File: src/rtl/gpio_in_filter.sv
// ---------------------------------------------------------------------------
// gpio_in_filter
//
// Input conditioning between the GPIO pads and the GPIO peripheral. Each pin
// is synchronised into clk_i by a plain 2-flop chain, optionally debounced
// (a new level must persist for N consecutive cycles before it is accepted),
// and produces single-cycle rise/fall pulses that coincide with the first
// cycle in which data_o shows the new level.
//
// Parameters
//   GPIO_NUM           number of pins handled (1..32)
//   CNT_W              width of the debounce counter and debounce_cycles_i
//
// Ports
//   clk_i              system clock
//   rst_ni             asynchronous active-low reset
//   pad_i              raw asynchronous pad levels
//   filt_en_i          per-pin debounce enable (1 = filtered)
//   debounce_cycles_i  required stable cycles N, shared by all pins
//   data_o             conditioned pin levels (registered)
//   rise_o             1-cycle pulse when data_o[i] goes 0->1
//   fall_o             1-cycle pulse when data_o[i] goes 1->0
// ---------------------------------------------------------------------------
module gpio_in_filter #(
    parameter int GPIO_NUM = 16,
    parameter int CNT_W    = 16
) (
    input  logic                clk_i,
    input  logic                rst_ni,
    input  logic [GPIO_NUM-1:0] pad_i,
    input  logic [GPIO_NUM-1:0] filt_en_i,
    input  logic [CNT_W-1:0]    debounce_cycles_i,
    output logic [GPIO_NUM-1:0] data_o,
    output logic [GPIO_NUM-1:0] rise_o,
    output logic [GPIO_NUM-1:0] fall_o
);

    // Synchroniser stages: nothing but wires between them.
    logic [GPIO_NUM-1:0] s1_q;
    logic [GPIO_NUM-1:0] s2_q;

    // Filtered level and event pulses.
    logic [GPIO_NUM-1:0] data_q, data_d;
    logic [GPIO_NUM-1:0] rise_q, rise_d;
    logic [GPIO_NUM-1:0] fall_q, fall_d;

    // A zero threshold is treated like an unfiltered pin.
    logic dbc_zero;
    assign dbc_zero = (debounce_cycles_i == '0);

    always_ff @(posedge clk_i or negedge rst_ni) begin
        if (!rst_ni) begin
            s1_q <= '0;
            s2_q <= '0;
        end else begin
            s1_q <= pad_i;
            s2_q <= s1_q;
        end
    end

    genvar gi;
    generate
        for (gi = 0; gi < GPIO_NUM; gi++) begin : g_pin
            logic [CNT_W-1:0] cnt_q, cnt_d;
            logic [CNT_W:0]   cnt_inc;
            logic             neff_one;
            logic             differ;
            logic             accept;

            // One extra bit so cnt + 1 never wraps before the comparison.
            assign cnt_inc  = {1'b0, cnt_q} + {{CNT_W{1'b0}}, 1'b1};
            assign neff_one = ~filt_en_i[gi] | dbc_zero;
            assign differ   = s2_q[gi] ^ data_q[gi];
            // With Neff = 1 the test cnt + 1 >= 1 always holds.
            assign accept   = neff_one | (cnt_inc >= {1'b0, debounce_cycles_i});

            assign data_d[gi] = (differ & accept) ? s2_q[gi] : data_q[gi];
            assign rise_d[gi] = differ & accept &  s2_q[gi];
            assign fall_d[gi] = differ & accept & ~s2_q[gi];

            // Any cycle of agreement restarts the count; the counter
            // saturates so a huge threshold never lets it wrap to 0.
            always_comb begin
                cnt_d = '0;
                if (differ && !accept) begin
                    cnt_d = (&cnt_q) ? cnt_q : cnt_inc[CNT_W-1:0];
                end
            end

            always_ff @(posedge clk_i or negedge rst_ni) begin
                if (!rst_ni) begin
                    cnt_q <= '0;
                end else begin
                    cnt_q <= cnt_d;
                end
            end
        end
    endgenerate

    always_ff @(posedge clk_i or negedge rst_ni) begin
        if (!rst_ni) begin
            data_q <= '0;
            rise_q <= '0;
            fall_q <= '0;
        end else begin
            data_q <= data_d;
            rise_q <= rise_d;
            fall_q <= fall_d;
        end
    end

    assign data_o = data_q;
    assign rise_o = rise_q;
    assign fall_o = fall_q;

endmodule

File: config.mk
export PLATFORM = sky130hd
export DESIGN_NAME = gpio_in_filter
export DESIGN_NICKNAME = d
export VERILOG_FILES = /design/src/rtl/gpio_in_filter.sv
export SDC_FILE = /design/constraint.sdc
export NUM_CORES = 1
export LEC_CHECK = 0
export BUFFER_PORTS_ARGS = -buffer_cell sky130_fd_sc_hd__buf_4
export CORE_MARGIN = 3
export CORE_UTILIZATION = 37
export CTS_BUF_LIST = sky130_fd_sc_hd__clkbuf_16
export CTS_CLUSTER_DIAMETER = 60
export DETAILED_ROUTE_END_ITERATION = 7
export PLACE_DENSITY_LB_ADDON = 0.08
export REMOVE_ABC_BUFFERS = 1
export SLEW_MARGIN = 20
export SYNTH_ARGS = -nofsm -noshare
export SYNTH_HDL_FRONTEND = slang
export SYNTH_SLANG_ARGS = --single-unit
export TNS_END_PERCENT = 10
File: constraint.sdc
create_clock -name clk_i -period 3.5 [get_ports clk_i]
set_input_delay 0.7 -clock clk_i [delete_from_list [all_inputs] [get_ports clk_i]]
set_output_delay 0.7 -clock clk_i [all_outputs]
set_load 0.01 [all_outputs]
==> Yosys cells after proc, flatten, opt, wreduce, memory -nomap -nowiden <==
Cells that the tools add are included.
{ "totals": {"reg_bits": 336, "latchBits": 0, "ram_bits": 0, "rom_bits": 0, "out_inout_bits": 48, "elab_cells": 293, "memories": 0} }
{ "classes": {"add_sub_neg": 16, "mul": 0, "n_div": 0, "order_cmp": 16, "n_eq_ne": 16, "shift": 0, "mux": 32, "n_bitwise": 128, "n_reduce_logical": 49} }
{ "op_table": {"columns": ["op", "n"], "rows": [
  ["2-to-1 mux 16 bit", 32],
  ["adder 16 x 1 -> 17 bit (second input constant)", 16],
  ["greater-or-equal comparator 17 x 16 -> 1 bit", 16],
  ["AND reduction 16 bit", 16],
  ["bitwise AND 1 bit", 48],
  ["!= test 2 bit (second input constant)", 16],
  ["inverter 1 bit", 32],
  ["bitwise OR 1 bit", 32],
  ["logical AND 1 bit", 16],
  ["zero test 1 bit", 16],
  ["zero test 16 bit", 1],
  ["XOR 1 bit", 16]
]} }

==> Logic depth before layout (Yosys ltp) <==
{ "logic_depth": {"word_depth": 6, "depth_mapped": 14} }

==> Worst setup path before layout <==
OpenSTA, ideal clock, no wires.
{ "synth_path": {"path_type": "reg2reg", "startpoint": "register g_pin[7].cnt_q[0]", "endpoint": "register g_pin[7].cnt_q[13]", "t_arrival_ps": 3344, "t_required_ps": 3436, "setup_slack_ps": 93, "stages_incl_launch_ff": 14, "n_path_buf": 1, "period_less_slack_ps": 3407, "cell_sequence": "dfrtp_1 -> ha_1 -> inv_1 -> or3_1 -> nor3_1 -> xnor2_1 -> ha_1 -> nand3_1 -> nor4_1 -> a2111oi_0 -> a41oi_1 -> or3_2 -> clkbuf_1 -> and2b_2"} }
{ "synth_via": {"elab_chain_len": 6, "elab_cells_between_ends": 9, "classes_between": "add/sub (1); order compare (1); eq/ne (1); mux (2); bitwise (1); reduce/logical (3)"} }
{ "synth_lines": {"columns": ["item", "line", "rtl"], "rows": [
  ["from (decl)", "64", "logic [CNT_W-1:0] cnt_q, cnt_d;"],
  ["from (signal assigned)", "94", "cnt_q <= cnt_d;"],
  ["adder 16 x 1 -> 17 bit", "71", "assign cnt_inc = {1'b0, cnt_q} + {{CNT_W{1'b0}}, 1'b1};"],
  ["greater-or-equal comparator 17 x 16 -> 1 bit", "75", "assign accept = neff_one | (cnt_inc >= {1'b0, debounce_cycles_i});"],
  ["bitwise OR 1 bit", "75", null],
  ["zero test 1 bit", "85", "if (differ && !accept) begin"],
  ["logical AND 1 bit", "85", null],
  ["!= test 2 bit (no line) or 2-to-1 mux 16 bit (tied branches)", null, null]
]} }
Parallel ways exist; a longest one is shown, timed or not. The select of a mux whose other input is x is not followed.
A chain may end at the register's enable or synchronous reset.

==> Final worst setup path <==
{ "layout_path": {"startpoint": "register g_pin[4].cnt_q[0]", "endpoint": "register data_q[4], in the netlist data_o[4]"} }
{ "layout_via": {"elab_chain_len": 4} }
{ "layout_lines": {"columns": ["item", "line", "rtl"], "rows": [
  ["from (decl)", "64", null],
  ["from (signal assigned)", "94", null],
  ["adder 16 x 1 -> 17 bit", "71", null],
  ["greater-or-equal comparator 17 x 16 -> 1 bit", "75", null],
  ["bitwise OR 1 bit", "75", null],
  ["bitwise AND 1 bit", "77", "assign data_d[gi] = (differ & accept) ? s2_q[gi] : data_q[gi];"],
  ["to (signal assigned)", "106", "data_q <= data_d;"],
  ["to (decl)", "43", "logic [GPIO_NUM-1:0] data_q, data_d;"]
]} }
No other way between the ends.

==> insert_results.sql <==
INSERT INTO impl_metrics (metric_group, metric, value, unit) VALUES
('die', 'dieArea', '0.0591', 'mm²'),
('timing', 'finalWorstSetupSlack', '0.175', 'ns'),
('global_route', 'grt_antenna_before_repair', '0', ''),
('die', 'row_count', '86', ''),
('synth', 'synth-warning-count', '0', ''),
('hold_path', 'min_path_type', 'in -> async', ''),
('worst_setup_path', 'timing.critical_path.fanout_max', '6', ''),
('finish', 'mostFrequentLayoutCell', 'dfrtp_1', ''),
('route', 'post_drt_via_cell_ratio', '5.18', ''),
('clock_network', 'worst_setup_hold_path_clk_slew', '0.06', 'ns'),
('route', 'detailed_router_s_first_iteration_violation_count', '660', ''),
('worst_setup_path', 'setup.worst_path.class', 'reg -> reg', ''),
('placed_design', 'place_worst_setup_slack', '-0.178', 'ns'),
('global_route', 'grt_overflow_total', '0', ''),
('worst_setup_path', 'timing.reg2reg.setup_slack', '0.17', 'ns'),
('route', 'wirelength', '54000', 'µm'),
('timing', 'final.min_clock_period', '3.33', 'ns'),
('worst_setup_path', 'worstSetupStartpointType', 'register', ''),
('placed_design', 'routability_driven_placement_congestion_ratio', '0.841', ''),
('timing', 'timing.clock.skew', '0.0183', 'ns'),
('worst_setup_path', 'critical_path.endpoint_type', 'register', ''),
('timing', 'setup_repair_after_global_routing_missed_its_margin', 'true', ''),
('finish', 'post_route_cells_drive_above_1_share', '14.2', '%'),
('die', 'die_h', '243', 'µm'),
('clock_network', 'cts.root.buffer_cell', 'clkbuf_16', ''),
('finish', 'antenna_cells', '0', ''),
('clock_network', 'insertion_delay', '0.58', 'ns'),
('run', 'drv_cap', '0', ''),
('finish', 'finish.net_count', '2562', ''),
('status', 'outcome', 'finished clean', ''),
('synth', 'syn_area', '0.0208', 'mm²'),
('synth', 'ys_seq_area_share', '40.4', '%'),
('clock_network', 'htree_levels', '2', ''),
('route', 'routed_wire_per_std_cell', '17.9', 'µm'),
('power', 'vdd_ir_drop_max', '0.316', 'mV'),
('timing', 'timing_max_transition_violations_final', '0', ''),
('die', 'initial_core_util', '37.6', '%'),
('timing', 'slew-limit-headroom', '39.0', '%'),
('finish', 'register_area', '0.00841', 'mm²'),
('timing', 'hold_slack', '0.0753', 'ns'),
('clock_network', 'numCtsBuffers', '45', ''),
('timing', 'timing.fmax', '301', 'MHz'),
('worst_setup_path', 'critical_path.reg2reg.startpoint', 'g_pin[4].cnt_q[0]', ''),
('global_route', 'grt_first_pass_wirelength', '87500', 'µm'),
('power', 'static-leakage-power', '11.9', 'nW'),
('timing', 'timing_worst_slew_pin_value', '0.912', 'ns'),
('worst_setup_path', 'cp.arrival', '3.77', 'ns'),
('synth', 'synth-async-reset-ratio', '100', '%'),
('clock_network', 'cts_tree', 'done', ''),
('timing', 'layout_worst_path_cycle_share', '95.0', '%'),
('power', 'power.density_cell_area', '389', 'mW/mm²'),
('route', 'via_count', '15700', ''),
('placed_design', 'dp_cells', '2940', ''),
('die', 'boundaryPins', '98', ''),
('finish', 'fill_cells', '5294', ''),
('worst_setup_path', 'worst-r2r-cell-count', '12', ''),
('die', 'core_area', '0.0554', 'mm²'),
('finish', 'multi_input_comb_area', '0.0121', 'mm²'),
('clock_network', 'max-clock-path-buffers', '3', ''),
('finish', 'fin_cells', '3022', ''),
('placed_design', 'io_buffers', '97', ''),
('finish', 'most-common-layout-cells', 'dfrtp_1, ha_1, nor2b_1', ''),
('clock_network', 'clock_sinks', '336', ''),
('global_route', 'grt_pass1_vias', '16200', ''),
('synth', 'synth_cells', '2037', ''),
('route', 'firstDrtPassIters', '5', ''),
('placed_design', 'place_hpwl', '39700', 'µm'),
('route', 'drc', '0', ''),
('die', 'die_boundary_width', '243', 'µm'),
('synth', 'post_synth_cell_types', '71', ''),
('synth', 'postSynthAreaPerCell', '10.2', 'µm²'),
('synth', 'synth_edf_count', '0', ''),
('worst_setup_path', 'rr_endpoint', 'data_o[4]', ''),
('synth', 'synth.ff_latch_count', '336', ''),
('synth', 'yosys_most_used_dff', 'dfrtp_1', ''),
('timing', 'setup_viol', '0', ''),
('timing', 'timing_hold_violations_final', '0', ''),
('finish', 'area_delta_synth_final', '18.7', '%'),
('global_route', 'track_usage', '18.5', '%'),
('route', 'antenna_violating_nets_post_route', '0', ''),
('worst_setup_path', 'worst_ep_required_time', '3.95', 'ns'),
('global_route', 'largest_net_degree_at_the_start_of_global_routing', '75', '');
==> state kept, by name (all words and copies together), names as in the netlist <==
name         count
data_o          16
fall_o          16
g_pin.cnt_q    256
rise_o          16
s1_q            16
s2_q            16
==> cell type report <==
type                       instances  area share (%)
multi-input combinational       1605            49.1
timing repair buffer             180            6.05
clock inverter                    36            1.41
tap                              748            3.79
clock buffer                      45            4.56
inverter                          72            1.09
sequential                       336            34.0
==> per-stage QoR <==
stage / util (%) / power (W) / TNS [ns] / area (µm²)
global placement: 41.7 / 0.00509 / -2.21 / 23100
floorplan: - / 0.00457 / 0 / 20700
CTS: 44.4 / 0.00981 / 0 / 24600
global route: 44.6 / 0.0101 / -0.222 / 24700
finish: 44.6 / 0.00962 / 0 / 24700
detailed placement: 41.7 / 0.00511 / -2.52 / 23100
==> logic make-up after synthesis <==
group | synth area share (%)
buf+inv | 1.98
flops | 40.4
simple gates | 22.8
xor+xnor | 10.1
mux | 1.01
fa+ha+maj | 16.3
compound gates | 7.39
==> synthesized netlist by cell type, drive strengths merged, types with 3 or more instances <==
master | count | area [µm²]
and3 | 42 | 263
xor2 | 82 | 718
mux2 | 16 | 180
nand2b | 18 | 113
nor2 | 136 | 583
nor3 | 19 | 95.1
inv | 72 | 270
a21oi | 94 | 470
and2 | 4 | 25.0
ha | 272 | 3400
buf | 10 | 90.1
a41oi | 5 | 43.8
or3b | 5 | 43.8
a41o | 4 | 40.0
xnor2 | 158 | 1380
a2111oi | 9 | 78.8
or3 | 9 | 62.6
o211ai | 10 | 75.1
nor2b | 181 | 1150
o21a | 15 | 113
o221ai | 3 | 26.3
a211o | 4 | 35.0
nor3b | 33 | 248
nand2 | 98 | 368
and4 | 34 | 300
mux2i | 3 | 30.0
a211oi | 12 | 95.1
clkbuf | 14 | 52.6
o31ai | 7 | 52.6
dfrtp | 336 | 8410
nand3 | 132 | 661
nand4 | 84 | 541
and2b | 6 | 50.0
nor4 | 17 | 113
o21ai | 40 | 200
a21o | 12 | 90.1
a21boi | 9 | 67.6
==> worst max path at each step <==
stage / slack, ns / from / end
5_1_grt: -0.07 / g_pin[4].cnt_q[0] / data_o[4]
3_5_place_dp: -0.18 / g_pin[12].cnt_q[0] / data_o[12]
2_1_floorplan: 0.21 / g_pin[7].cnt_q[0] / g_pin[7].cnt_q[13]
4_1_cts: 0.02 / g_pin[0].cnt_q[0] / g_pin[0].cnt_q[3]
3_3_place_gp: -0.16 / g_pin[12].cnt_q[0] / data_o[12]
6_report: 0.17 / g_pin[4].cnt_q[0] / data_o[4]
==> worst max-delay path: stages, from the launching register on <==
cell	delay, ns
dfrtp_1	0.44
ha_1	0.25
and3_1	0.25
and4_1	0.28
nand4_1	0.13
xnor2_1	0.24
ha_1	0.29
a21o_1	0.18
nand2_1	0.06
nand3b_1	0.07
a221o_1	0.29
nor4_2	0.34
mux2_2	0.37
==> metal layers <==
| layer | wire length, µm | track usage [%] |
|---|---|---|
| met1 | 25100 | 24.4 |
| met2 | 25300 | 31.2 |
| met3 | 2000 | 3.25 |
| met4 | 1510 | 5.34 |
| met5 | 0 | 0 |
==> repair_timing <==
| action | CTS | global route |
|---|---|---|
| hold buffers | 0 | 0 |
| setup buffers | 0 | 1 |
| setup endpoints to repair | 33 | 162 |
| resized for setup | 3 | 30 |
| pin swaps | 0 | 8 |
==> power breakdown <==
part	internal, W	leakage (nW)	switching, W
Combinational	0.000388	6.62	0.000581
Clock	0.00273	0.708	0.00186
Sequential	0.00398	4.55	0.0000795
Total	0.00710	11.9	0.00252
(Power assumes the default switching activity.)
